<file path="src/rtl/int_gateway.sv">
// int_gateway: per-source interrupt gateway ahead of the pending-register array.
// Each source turns a raw level or edge interrupt into one held `gate` request
// and blocks further requests until the handler signals completion. Edge
// sources count queued edges up to 2^CNT_W-1 and flag drops in sticky `ovf`.
//
// Optional feature macro: INT_GW_SYNC_EN
//   defined     -> two-flop synchronizer on every irq_src bit (+2 cycles latency)
//   not defined -> irq_src feeds the edge detector and FSMs directly
//
// Handshake: claim and complete are one-hot, one-cycle pulses. A claim is
// accepted only by a source in REQ and a complete only by a source in BUSY;
// pulses arriving in any other state are ignored. gate stays high from REQ
// entry until a claim is accepted (or, in level mode, the source retracts).
//
// Debug outputs: dbg_state packs each source's FSM (IDLE=0, REQ=1, BUSY=2)
// in 2-bit fields; dbg_cnt packs each source's pending-edge counter.
module int_gateway #(
   parameter int NSRC  = 8,
   parameter int CNT_W = 3
) (
   input  logic                    clk,
   input  logic                    rst,
   input  logic [NSRC-1:0]         irq_src,
   input  logic [NSRC-1:0]         irq_edge_mode,
   input  logic [NSRC-1:0]         claim,
   input  logic [NSRC-1:0]         complete,
   output logic [NSRC-1:0]         gate,
   output logic [NSRC-1:0]         ovf,
   output logic [2*NSRC-1:0]       dbg_state,
   output logic [NSRC*CNT_W-1:0]   dbg_cnt
);

   typedef enum logic [1:0] {
      ST_IDLE = 2'd0,
      ST_REQ  = 2'd1,
      ST_BUSY = 2'd2
   } state_e;

   localparam logic [CNT_W-1:0] CNT_MAX = '1;

   state_e           state_q [NSRC];
   state_e           state_d [NSRC];
   logic [CNT_W-1:0] cnt_q   [NSRC];
   logic [CNT_W-1:0] cnt_d   [NSRC];
   logic [NSRC-1:0]  mode_q;
   logic [NSRC-1:0]  s_prev_q;
   logic [NSRC-1:0]  ovf_q;
   logic [NSRC-1:0]  ovf_d;
   logic [NSRC-1:0]  s;
   logic [NSRC-1:0]  rise;
   logic [NSRC-1:0]  claim_acc;

`ifdef INT_GW_SYNC_EN
   logic [NSRC-1:0] sync1_q;
   logic [NSRC-1:0] sync2_q;

   // Two-flop synchronizer for sources asynchronous to clk.
   always_ff @(posedge clk or posedge rst) begin
      if (rst) begin
         sync1_q <= '0;
         sync2_q <= '0;
      end else begin
         sync1_q <= irq_src;
         sync2_q <= sync1_q;
      end
   end

   assign s = sync2_q;
`else
   assign s = irq_src;
`endif

   assign rise = s & ~s_prev_q;

   // A claim only counts against a source that is currently requesting.
   always_comb begin
      for (int i = 0; i < NSRC; i++) begin
         claim_acc[i] = (state_q[i] == ST_REQ) && claim[i];
      end
   end

   // Next-state, counter and overflow logic for every source.
   always_comb begin
      for (int i = 0; i < NSRC; i++) begin
         state_d[i] = state_q[i];
         cnt_d[i]   = cnt_q[i];
         ovf_d[i]   = ovf_q[i];

         if (irq_edge_mode[i] != mode_q[i]) begin
            // Mode switch: drop any in-flight request and queued edges.
            state_d[i] = ST_IDLE;
            cnt_d[i]   = '0;
         end else if (mode_q[i]) begin
            // Edge mode: a rise and an accepted claim in the same cycle cancel.
            if (rise[i] && !claim_acc[i]) begin
               if (cnt_q[i] == CNT_MAX) ovf_d[i] = 1'b1;
               else                     cnt_d[i] = cnt_q[i] + 1'b1;
            end else if (!rise[i] && claim_acc[i] && (cnt_q[i] != '0)) begin
               cnt_d[i] = cnt_q[i] - 1'b1;
            end

            case (state_q[i])
               ST_IDLE: if ((cnt_q[i] != '0) || rise[i]) state_d[i] = ST_REQ;
               ST_REQ:  if (claim[i])                    state_d[i] = ST_BUSY;
               ST_BUSY: if (complete[i])                 state_d[i] = ST_IDLE;
               default:                                  state_d[i] = ST_IDLE;
            endcase
         end else begin
            // Level mode: request follows the line until claimed.
            case (state_q[i])
               ST_IDLE: if (s[i]) state_d[i] = ST_REQ;
               ST_REQ: begin
                  if (claim[i])  state_d[i] = ST_BUSY;
                  else if (!s[i]) state_d[i] = ST_IDLE;
               end
               ST_BUSY: if (complete[i]) state_d[i] = ST_IDLE;
               default:                  state_d[i] = ST_IDLE;
            endcase
         end
      end
   end

   // State registers for all sources.
   always_ff @(posedge clk or posedge rst) begin
      if (rst) begin
         mode_q   <= '0;
         s_prev_q <= '0;
         ovf_q    <= '0;
         for (int i = 0; i < NSRC; i++) begin
            state_q[i] <= ST_IDLE;
            cnt_q[i]   <= '0;
         end
      end else begin
         mode_q   <= irq_edge_mode;
         s_prev_q <= s;
         ovf_q    <= ovf_d;
         for (int i = 0; i < NSRC; i++) begin
            state_q[i] <= state_d[i];
            cnt_q[i]   <= cnt_d[i];
         end
      end
   end

   // gate is decoded straight from the state register, so it is glitch-free.
   always_comb begin
      for (int i = 0; i < NSRC; i++) begin
         gate[i]                      = (state_q[i] == ST_REQ);
         dbg_state[2*i +: 2]          = state_q[i];
         dbg_cnt[i*CNT_W +: CNT_W]    = cnt_q[i];
      end
   end

   assign ovf = ovf_q;

endmodule
</file>
<file path="config.mk">
export PLATFORM = sky130hd
export DESIGN_NAME = int_gateway
export DESIGN_NICKNAME = d
export VERILOG_FILES = /design/src/rtl/int_gateway.sv
export SDC_FILE = /design/constraint.sdc
export NUM_CORES = 1
export LEC_CHECK = 0
export BUFFER_PORTS_ARGS = -buffer_cell sky130_fd_sc_hd__buf_2
export CAP_MARGIN = 40
export CORE_ASPECT_RATIO = 1.5
export CORE_UTILIZATION = 49
export DETAILED_ROUTE_END_ITERATION = 16
export GPL_TIMING_DRIVEN = 0
export PLACE_DENSITY_LB_ADDON = 0.1
export SYNTH_ARGS = -nofsm -noshare
export SYNTH_HDL_FRONTEND = slang
export SYNTH_SLANG_ARGS = --single-unit
</file>
<file path="constraint.sdc">
create_clock -name clk -period 2 [get_ports clk]
set_input_delay 0.4 -clock clk [delete_from_list [all_inputs] [get_ports clk]]
set_output_delay 0.4 -clock clk [all_outputs]
set_load 0.005 [all_outputs]
</file>
==> out/qor.yml <==
setup_path:
  crit_chain: "nand3b_1 -> buf_4 -> or4_4 -> o21ai_2 -> mux2_1"
  slowest_delay_ns: 0.53
  cp-start-kind: "flop"
  path_delay_family: "simple AND/OR/NAND/NOR gates"
  path_class: "reg2reg"
  arrival_ns: 2.13
  critPathBufInv: 1
  required_ns: 2.20
  crit_path_end_kind: "flop"
  rrSetupSlack_ns: 0.08
  path_max_fanout: 6
  slowest_stage: "or4_4"
floorplanning:
  core_area_um2: 7960
  die_area_um2: 8540
  die_x_um: 75.8
  initial_utilization_pct: 50.3
  io_pins: 90
  rows: 40
  die_h_um: 113
clocking:
  htreeDepth: 3
  cts_buffers: 9
  ctsHoldBuffers: 0
  clockBufferDepth: 2
  cts_tree: "yes"
  cts_sinks: 64
  clkLatencyLatePin_ns: 0.33
  root_buffer: "clkbuf_16"
  clk_pin_slew_ns: 0.05
synthesis:
  synthAdderAreaFrac_pct: 7.50
  synth_mux_area_share_pct: 4.50
  ys_async_sr_fraction_pct: 100
  yosysSeqAreaShare_pct: 40.0
  ys_types: 59
  synth_area_leaders: "dfrtp_1, ha_1, nor2b_1"
  avgSynthCellArea_um2: 9.81
  synth_most_common_cell: "dfrtp_1"
  yosys.area.top_type_share_pct: 40.0
  synth_warnings: 0
  netlist_instances: 408
  synth_area_leader_cell: "dfrtp_1"
  synth_top_family_by_area: "simple AND/OR/NAND/NOR gates"
  synth_simple_gate_area_share_pct: 22.8
  synth_area_um2: 4000
  synth_edf_count: 0
  synth_compound_area_share_pct: 20.2
  synthXorXnorAreaFrac_pct: 1.75
  synthFlopType: "dfrtp_1"
  synth_common_cells: "dfrtp_1, inv_1, nor2b_1"
  syn_nets: 466
  ys_seq_elements: 64
route:
  dr.pass1.iters: 4
  wl_per_cell_um: 14.2
  drc: 0
  drtAntennaViolNets: 0
  drt-total-wl_mm: 8.81
  routed-via-count: 3577
  via_per_inst: 5.78
  drt_iter0_markers: 93
min_path:
  hold_class: "in2reg"
global_route:
  grt_overflow: 0
  antenna_found_initial: 0
  grt_max_degree: 38
  grt_pass1_vias: 3372
  grt_pass1_wl_mm: 14.1
  grtUsageTotal_pct: 21.3
cells_and_area:
  syn_to_final_growth_pct: 24.4
  multiInputGateArea_um2: 2340
  drive_above_1_share_pct: 26.7
  fillers: 659
  nets: 570
  n_antenna_cell: 0
  seqCellArea_um2: 1600
  final_cell_area_um2: 4980
  post-route-util_pct: 62.5
run_status:
  outcome: "finished clean"
power_and_ir_drop:
  total_power_mw: 5.72
  p_leak_nw: 2.40
  ir_drop_v: 0.000548
  p_per_area_nw_per_um2: 1150
timing:
  fmax_mhz: 520
  fin_crit_sh_pct: 96.1
  hold_viol: 0
  slew_headroom_pct: 45.3
  fin_skew_ns: 0.00476
  tns_ns: 0
  finalSetupViolations: 0
  worstMarginPinSlew_ns: 0.819
  min_period_ns: 1.92
  rsz0062_at_grt: "true"
  holdWs_ns: 0.209
  drv_slew: 0
placement:
  port_buffers: 89
  gp_congestion: 0.802
  postPlaceCellArea_um2: 4600
  hpwl_mm: 6.50
job:
  cap_viol_max_count: 0
[stage by stage]
step                      instances  worst slack, ns
final                           619           0.0775
after global routing            619          -0.0603
after detailed placement        603           -0.206
after floorplan                 408          0.00190
after global placement          602           -0.882
after CTS                       615          0.00807
[final timing paths]
path	start	endpoint	depth (start not counted)
worst max-delay path	dbg_state[15]	dbg_cnt[22]	5
worst min-delay path	irq_edge_mode[5]	mode_q[5]	1
worst max register to register	dbg_state[15]	dbg_cnt[22]	5
worst min register to register	ovf[5]	ovf[5]	1
max in group asynchronous	rst	dbg_state[4]	3
min in group asynchronous	rst	dbg_cnt[23]	2
[cells in the final DEF, fill, tap and decap left out, types with 3 or more instances in the layout]
cell type  instances
a211oi_1           7
o211ai_1          15
a211o_1            6
or3_1             10
clkbuf_8           4
inv_1             31
o21ai_1            5
buf_2             89
a21o_1             4
o21ai_0            9
nor2b_1           25
nor3_1             9
o21bai_1           6
a41oi_1            3
or4_4              3
o21a_1             5
nand3_1           11
mux2_1            16
o21ai_2            4
dfrtp_1           62
clkbuf_16          9
buf_4              4
nand2b_1           5
nor2b_2            4
a21oi_1           13
nand3b_1           7
nor4_1             3
nand4_1            7
nor2_1            25
ha_1              23
nand2_1           11
xor2_1             5
a31oi_1            7
and3_1             5
or4b_1             4
[cell families after synthesis]
kind of cell / Yosys count
AND/OR/NAND/NOR: 151
flip-flops: 64
AO/OA/AOI/OAI: 111
buffers and inverters: 34
adder cells (fa/ha/maj): 24
XOR/XNOR: 8
multiplexers: 16
[final cells by class]
type	count	share of cell area (%)
tap	105	2.64
multi-input combinational	310	47.1
timing repair buffer	94	9.95
clock buffer	13	5.63
sequential	64	32.2
inverter	33	2.49
[report_power, final]
group	internal (mW)	switching (mW)	total (mW)
Sequential	1.65	0.523	2.18
Combinational	1.12	0.972	2.09
Clock	0.951	0.504	1.45
[state kept, by name (all words and copies together), names as in the netlist]
signal	cells
s_prev_q	8
mode_q	8
ovf	8
dbg_cnt	24
dbg_state	16
[timing repair]
| action | CTS | global route |
|---|---|---|
| buffers inserted | 0 | 4 |
| gates resized for setup | 4 | 17 |
| gates cloned | 0 | 0 |
| pin swaps | 1 | 0 |
| endpoints found under the setup margin | 4 | 9 |
[worst register-to-register path: stages, from the launching register on]
cell and delay [ns]:
dfrtp_1 0.42, nand3b_1 0.24, buf_4 0.18, or4_4 0.53, o21ai_2 0.09, mux2_1 0.34
[layer usage]
metal	wire [µm]	global-route usage [%]	vias to the layer above	share of wire, %
met5	0	0	-	0
met4	99	7.65	0	1.1
met3	382	6.64	9	4.3
met2	4600	38.0	81	52
met1	3720	22.6	1748	42
li1	-	-	1739	-
(Power assumes the default switching activity.)
